`src/rtl/wb_scoreboard.sv`:
```
// wb_scoreboard
//
// Register scoreboard plus a two-entry writeback result queue.
//
// The decoder reserves a destination register through the issue port. The
// register is then reported busy to the hazard queries until its result has
// been written back. The ALU and LSU offer results through valid/ready
// handshakes, and the LSU always has priority. Accepted results pass through
// a 2-deep FIFO and are written to the register file one per cycle, unless
// wb_stall freezes the drain.
//
// Ports
//   clk, rst_n                  clock; asynchronous active-low reset
//   issue_valid, issue_rd       reservation request for a destination register
//   issue_ready                 reservation accepted (no WAW hazard)
//   rs1, rs2                    source register hazard queries
//   rs1_busy, rs2_busy          queried register has a pending write
//   alu_valid/rd/data, alu_ready  ALU result handshake
//   lsu_valid/rd/data, lsu_ready  LSU result handshake
//   wb_stall                    hold regfile writes (results still enqueue)
//   rf_wen, rf_waddr, rf_wdata  registered regfile write port
//   wb_pending                  result FIFO occupancy, 0..2
module wb_scoreboard #(
    parameter int unsigned XLEN = 32
) (
    input  logic            clk,
    input  logic            rst_n,

    input  logic            issue_valid,
    input  logic [4:0]      issue_rd,
    output logic            issue_ready,

    input  logic [4:0]      rs1,
    input  logic [4:0]      rs2,
    output logic            rs1_busy,
    output logic            rs2_busy,

    input  logic            alu_valid,
    input  logic [4:0]      alu_rd,
    input  logic [XLEN-1:0] alu_data,
    output logic            alu_ready,

    input  logic            lsu_valid,
    input  logic [4:0]      lsu_rd,
    input  logic [XLEN-1:0] lsu_data,
    output logic            lsu_ready,

    input  logic            wb_stall,

    output logic            rf_wen,
    output logic [4:0]      rf_waddr,
    output logic [XLEN-1:0] rf_wdata,
    output logic [1:0]      wb_pending
);

    // Scoreboard
    logic [31:0] busy_q, busy_d;

    // Result FIFO storage and pointers
    logic [1:0][4:0]      fifo_rd_q, fifo_rd_d;
    logic [1:0][XLEN-1:0] fifo_data_q, fifo_data_d;
    logic                 wptr_q, wptr_d;
    logic                 rptr_q, rptr_d;
    logic [1:0]           count_q, count_d;

    // Registered regfile write port
    logic            rf_wen_q, rf_wen_d;
    logic [4:0]      rf_waddr_q, rf_waddr_d;
    logic [XLEN-1:0] rf_wdata_q, rf_wdata_d;

    // Handshake and queue control
    logic            fifo_full;
    logic            fifo_empty;
    logic            lsu_fire;
    logic            alu_fire;
    logic            issue_fire;
    logic            enq;
    logic            deq;
    logic [4:0]      enq_rd;
    logic [XLEN-1:0] enq_data;

    assign fifo_full  = (count_q == 2'd2);
    assign fifo_empty = (count_q == 2'd0);

    // Readiness depends only on fullness. A dequeue in the same cycle does
    // not open a slot early.
    assign lsu_ready = ~fifo_full;
    assign alu_ready = ~fifo_full & ~lsu_valid;

    assign lsu_fire = lsu_valid & lsu_ready;
    assign alu_fire = alu_valid & alu_ready;

    // At most one of the two fires, because alu_ready excludes lsu_valid.
    assign enq_rd   = lsu_fire ? lsu_rd   : alu_rd;
    assign enq_data = lsu_fire ? lsu_data : alu_data;

    // A result for x0 completes its handshake but is dropped.
    assign enq = (lsu_fire | alu_fire) & (enq_rd != 5'd0);
    assign deq = ~fifo_empty & ~wb_stall;

    assign issue_ready = (issue_rd == 5'd0) | ~busy_q[issue_rd];
    assign issue_fire  = issue_valid & issue_ready & (issue_rd != 5'd0);

    assign rs1_busy = busy_q[rs1];
    assign rs2_busy = busy_q[rs2];

    assign rf_wen     = rf_wen_q;
    assign rf_waddr   = rf_waddr_q;
    assign rf_wdata   = rf_wdata_q;
    assign wb_pending = count_q;

    always_comb begin
        busy_d      = busy_q;
        fifo_rd_d   = fifo_rd_q;
        fifo_data_d = fifo_data_q;
        wptr_d      = wptr_q;
        rptr_d      = rptr_q;
        count_d     = count_q;
        rf_wen_d    = 1'b0;
        rf_waddr_d  = rf_waddr_q;
        rf_wdata_d  = rf_wdata_q;

        if (enq) begin
            fifo_rd_d[wptr_q]   = enq_rd;
            fifo_data_d[wptr_q] = enq_data;
            wptr_d              = ~wptr_q;
        end

        if (deq) begin
            rf_wen_d   = 1'b1;
            rf_waddr_d = fifo_rd_q[rptr_q];
            rf_wdata_d = fifo_data_q[rptr_q];
            rptr_d     = ~rptr_q;
        end

        case ({enq, deq})
            2'b10:   count_d = count_q + 2'd1;
            2'b01:   count_d = count_q - 2'd1;
            default: count_d = count_q;
        endcase

        // The clear is applied before the set, so a reservation made on the
        // same edge as a writeback to that register stays busy.
        if (rf_wen_q) begin
            busy_d[rf_waddr_q] = 1'b0;
        end
        if (issue_fire) begin
            busy_d[issue_rd] = 1'b1;
        end
        busy_d[0] = 1'b0;
    end

    always_ff @(posedge clk or negedge rst_n) begin
        if (!rst_n) begin
            busy_q      <= '0;
            fifo_rd_q   <= '0;
            fifo_data_q <= '0;
            wptr_q      <= 1'b0;
            rptr_q      <= 1'b0;
            count_q     <= '0;
            rf_wen_q    <= 1'b0;
            rf_waddr_q  <= '0;
            rf_wdata_q  <= '0;
        end else begin
            busy_q      <= busy_d;
            fifo_rd_q   <= fifo_rd_d;
            fifo_data_q <= fifo_data_d;
            wptr_q      <= wptr_d;
            rptr_q      <= rptr_d;
            count_q     <= count_d;
            rf_wen_q    <= rf_wen_d;
            rf_waddr_q  <= rf_waddr_d;
            rf_wdata_q  <= rf_wdata_d;
        end
    end

endmodule

```
`config.mk`:
```
export PLATFORM = sky130hd
export DESIGN_NAME = wb_scoreboard
export DESIGN_NICKNAME = d
export VERILOG_FILES = /design/src/rtl/wb_scoreboard.sv
export SDC_FILE = /design/constraint.sdc
export NUM_CORES = 1
export LEC_CHECK = 0
export BUFFER_PORTS_ARGS = -buffer_cell sky130_fd_sc_hd__buf_4
export CAP_MARGIN = 25
export CORE_ASPECT_RATIO = 1.5
export CORE_MARGIN = 2
export CORE_UTILIZATION = 60
export DETAILED_ROUTE_END_ITERATION = 10
export PLACE_DENSITY = 0.92
export SLEW_MARGIN = 5
export SYNTH_ARGS = -nofsm -noshare
export SYNTH_HDL_FRONTEND = slang
export SYNTH_SLANG_ARGS = --single-unit
```
`constraint.sdc`:
```
create_clock -name clk -period 3.5 [get_ports clk]
set_input_delay 0.35 -clock clk [delete_from_list [all_inputs] [get_ports clk]]
set_output_delay 0.35 -clock clk [all_outputs]
set_load 0.02 [all_outputs]
```
==> results.py <==
metrics = {
    "outcome": {
        "status": "completed",
    },
    "worst_setup_path": {
        "crit_slowest_cell": "a41oi_4",
        "critical_path_arrival_ns": 3.36,
        "r2r_slack_ns": 0.43,
        "path_delay_family": "simple AND/OR/NAND/NOR gates",
        "crit_path_start_kind": "flop",
        "crit_buf_inv": 1,
        "path_cells": "nand2b_2, nand2_2, mux2_4, a41oi_4, buf_12, mux2_1",
        "max_stage_delay_ns": 0.55,
        "criticalPathCategory": "reg -> reg",
        "cp-end-kind": "flop",
        "critPathRequiredTime_ns": 3.79,
        "cp_max_fo": 24,
    },
    "grt": {
        "grt_max_degree": 108,
        "overflow": 0,
        "grt_pass1_wl_mm": 31.1,
        "grt_pass1_vias": 6033,
        "grtUsageTotal_pct": 30.8,
        "antenna_found_initial": 0,
    },
    "floorplan": {
        "ios": 140,
        "die_h_um": 140,
        "dieArea_sq_um": 13200,
        "initial_core_util_pct": 61.4,
        "coreArea_sq_um": 12000,
        "num_rows": 49,
        "die_w_um": 94.3,
    },
    "final_layout": {
        "drive_gt1_share_pct": 36.2,
        "final_cell_mix": "dfrtp_1, buf_4, o21ai_0, nand2_1, mux2_1",
        "syn_to_final_growth_pct": 24.8,
        "fin_nets": 826,
        "nFillCells": 676,
        "design_area_sq_um": 9170,
        "diodes": 0,
        "layout_commonest_cell": "dfrtp_1",
    },
    "synth": {
        "synth_top_cell_by_area": "dfrtp_1",
        "netlist_top_cells_area": "dfrtp_1, mux2_1, mux2_2",
        "synthSimpleGateAreaFrac_pct": 6.97,
        "syn_avg_cell_area_sq_um": 12.3,
        "ys_ff_latch": 147,
        "yosysUniqueCellTypes": 39,
        "syn_area_sq_um": 7350,
        "synthesis.nets": 692,
        "synth_top_area_share_pct": 50.1,
        "synth-adder-area-share_pct": 0.170,
        "ys_warn_count": 0,
        "synth_top_family_by_area": "multiplexers",
        "synthCells": 596,
        "synthMuxAreaShare_pct": 31.0,
        "ys_seq_area_share_pct": 50.1,
        "synthXorXnorAreaFrac_pct": 0.596,
        "synth_compound_area_share_pct": 8.24,
    },
    "power": {
        "power_leakage_nw": 4.01,
        "peakVddDrop_mv": 0.775,
        "total_power_w": 0.00865,
        "powerDensity_nw_per_um2": 943,
    },
    "timing": {
        "max_freq_mhz": 326,
        "rsz0062_at_grt": "no",
        "final.setup.tns_ns": 0,
        "period_needed_ns": 3.07,
        "setup_violations": 0,
        "clock_skew_ns": 0.0124,
        "hold_viol_final": 0,
        "slew_headroom_pct": 42.8,
        "drv_slew": 0,
        "worstMarginPinSlew_ns": 0.856,
        "post-route-period-util_pct": 87.7,
    },
    "placed_design": {
        "dpl.hpwl_mm": 12.6,
        "portBuffers": 139,
        "place_congestion": 0.930,
        "placed_area_sq_um": 8500,
    },
    "cts": {
        "path_clk_slew_ns": 0.06,
        "cts_buffer_depth": 2,
        "cts-root-buf": "clkbuf_16",
        "cts_buffers": 17,
        "htreeDepth": 4,
        "cts_tree": "done",
        "numClockSinks": 147,
        "clkLatencyLatePin_ns": 0.42,
    },
    "routing": {
        "wire_per_inst_um": 21.7,
        "totalWireLength_mm": 19.4,
        "ant_nets": 0,
        "vias_per_cell": 6.25,
        "dr.pass1.iters": 5,
        "vias": 5604,
        "drt_iter0_markers": 470,
        "drc": 0,
    },
    "run": {
        "cap_violations": 0,
    },
    "worst_hold_path": {
        "hold_class": "in -> async",
    },
}
==> layout make-up <==
| cell class | instances | area (sq um) | area share (%) |
|---|---|---|---|
| Clock buffer | 17 | 425 | 4.64 |
| Inverter | 8 | 30.0 | 0.328 |
| Timing Repair Buffer | 150 | 1170 | 12.8 |
| Sequential cell | 147 | 3680 | 40.1 |
| Clock inverter | 15 | 204 | 2.22 |
| Multi-Input combinational cell | 406 | 3460 | 37.8 |
| Tap cell | 153 | 191 | 2.09 |
==> layer usage <==
layer / global-route usage [%] / routed length [um]
met4: 12.6 / 627
met3: 7.47 / 1290
met1: 37.3 / 7070
met5: 0 / 0
met2: 52.3 / 10400
==> Yosys cell counts <==
| master | count |
|---|---|
| a21oi_1 | 4 |
| a22oi_1 | 3 |
| a22oi_2 | 1 |
| a41o_1 | 1 |
| a41oi_4 | 2 |
| and3_1 | 2 |
| and3b_1 | 2 |
| buf_1 | 5 |
| buf_2 | 1 |
| buf_6 | 7 |
| clkbuf_1 | 22 |
| dfrtp_1 | 147 |
| ha_1 | 1 |
| inv_1 | 8 |
| mux2_1 | 54 |
| mux2_2 | 50 |
| mux2_4 | 1 |
| mux2i_1 | 47 |
| mux2i_2 | 1 |
| mux2i_4 | 2 |
| mux4_2 | 25 |
| nand2_1 | 75 |
| nand2_2 | 1 |
| nand2b_1 | 1 |
| nand2b_2 | 1 |
| nand3_1 | 8 |
| nand3b_1 | 5 |
| nand4_1 | 1 |
| nor2_1 | 8 |
| nor2b_1 | 1 |
| nor3_1 | 1 |
| nor3b_1 | 4 |
| o21a_1 | 1 |
| o21ai_0 | 94 |
| o21bai_1 | 1 |
| or3_1 | 1 |
| or3b_2 | 2 |
| xnor2_1 | 4 |
| xor2_1 | 1 |
==> cell families after synthesis <==
logic type,after synthesis
compound gates,107
xor+xnor,5
fa+ha+maj,1
buf+inv,43
flops,147
mux,180
simple gates,113
==> repair_timing <==
item,CTS,global route
hold endpoints to repair,0,7
hold buffers,0,1
resized for setup,0,0
setup buffers,0,0
==> metrics by stage <==
| stage | hold WS, ns | util [%] | cells | setup slack (ns) |
|---|---|---|---|---|
| finish | 0.289 | 76.7 | 896 | 0.429 |
| global placement | 0.467 | 70.9 | 860 | 0.713 |
| floorplan | 0.0544 | - | 596 | 1.06 |
| detailed placement | 0.474 | 71.1 | 861 | 0.576 |
| global route | 0.309 | 76.7 | 896 | 0.351 |
| CTS | 0.0845 | 76.3 | 893 | 0.443 |
==> registers in the layout, indices dropped and copies added, names as in the netlist <==
register and flops:
rf_waddr 5, busy_q 31, wptr_q 1, rf_wen 1, rptr_q 1, rf_wdata 32, fifo_rd_q 10, wb_pending 2
fifo_data_q 64
==> power breakdown <==
part	internal, W	switching [W]
Sequential	0.00257	0.000719
Clock	0.00120	0.000750
Combinational	0.00167	0.00174
Total	0.00544	0.00321
==> path summary, 6_finish.rpt <==
kind | startpoint | endpoint | cells past startpoint
max | wb_pending[0] | fifo_data_q[40] | 6
min | rst_n | busy_q[16] | 2
max reg2reg | wb_pending[0] | fifo_data_q[40] | 6
min reg2reg | fifo_data_q[13] | fifo_data_q[13] | 1
max in group asynchronous | rst_n | rf_wdata[13] | 4
min in group clk | lsu_data[17] | fifo_data_q[17] | 3
No activity file was read; power rests on OpenSTA's default activity.
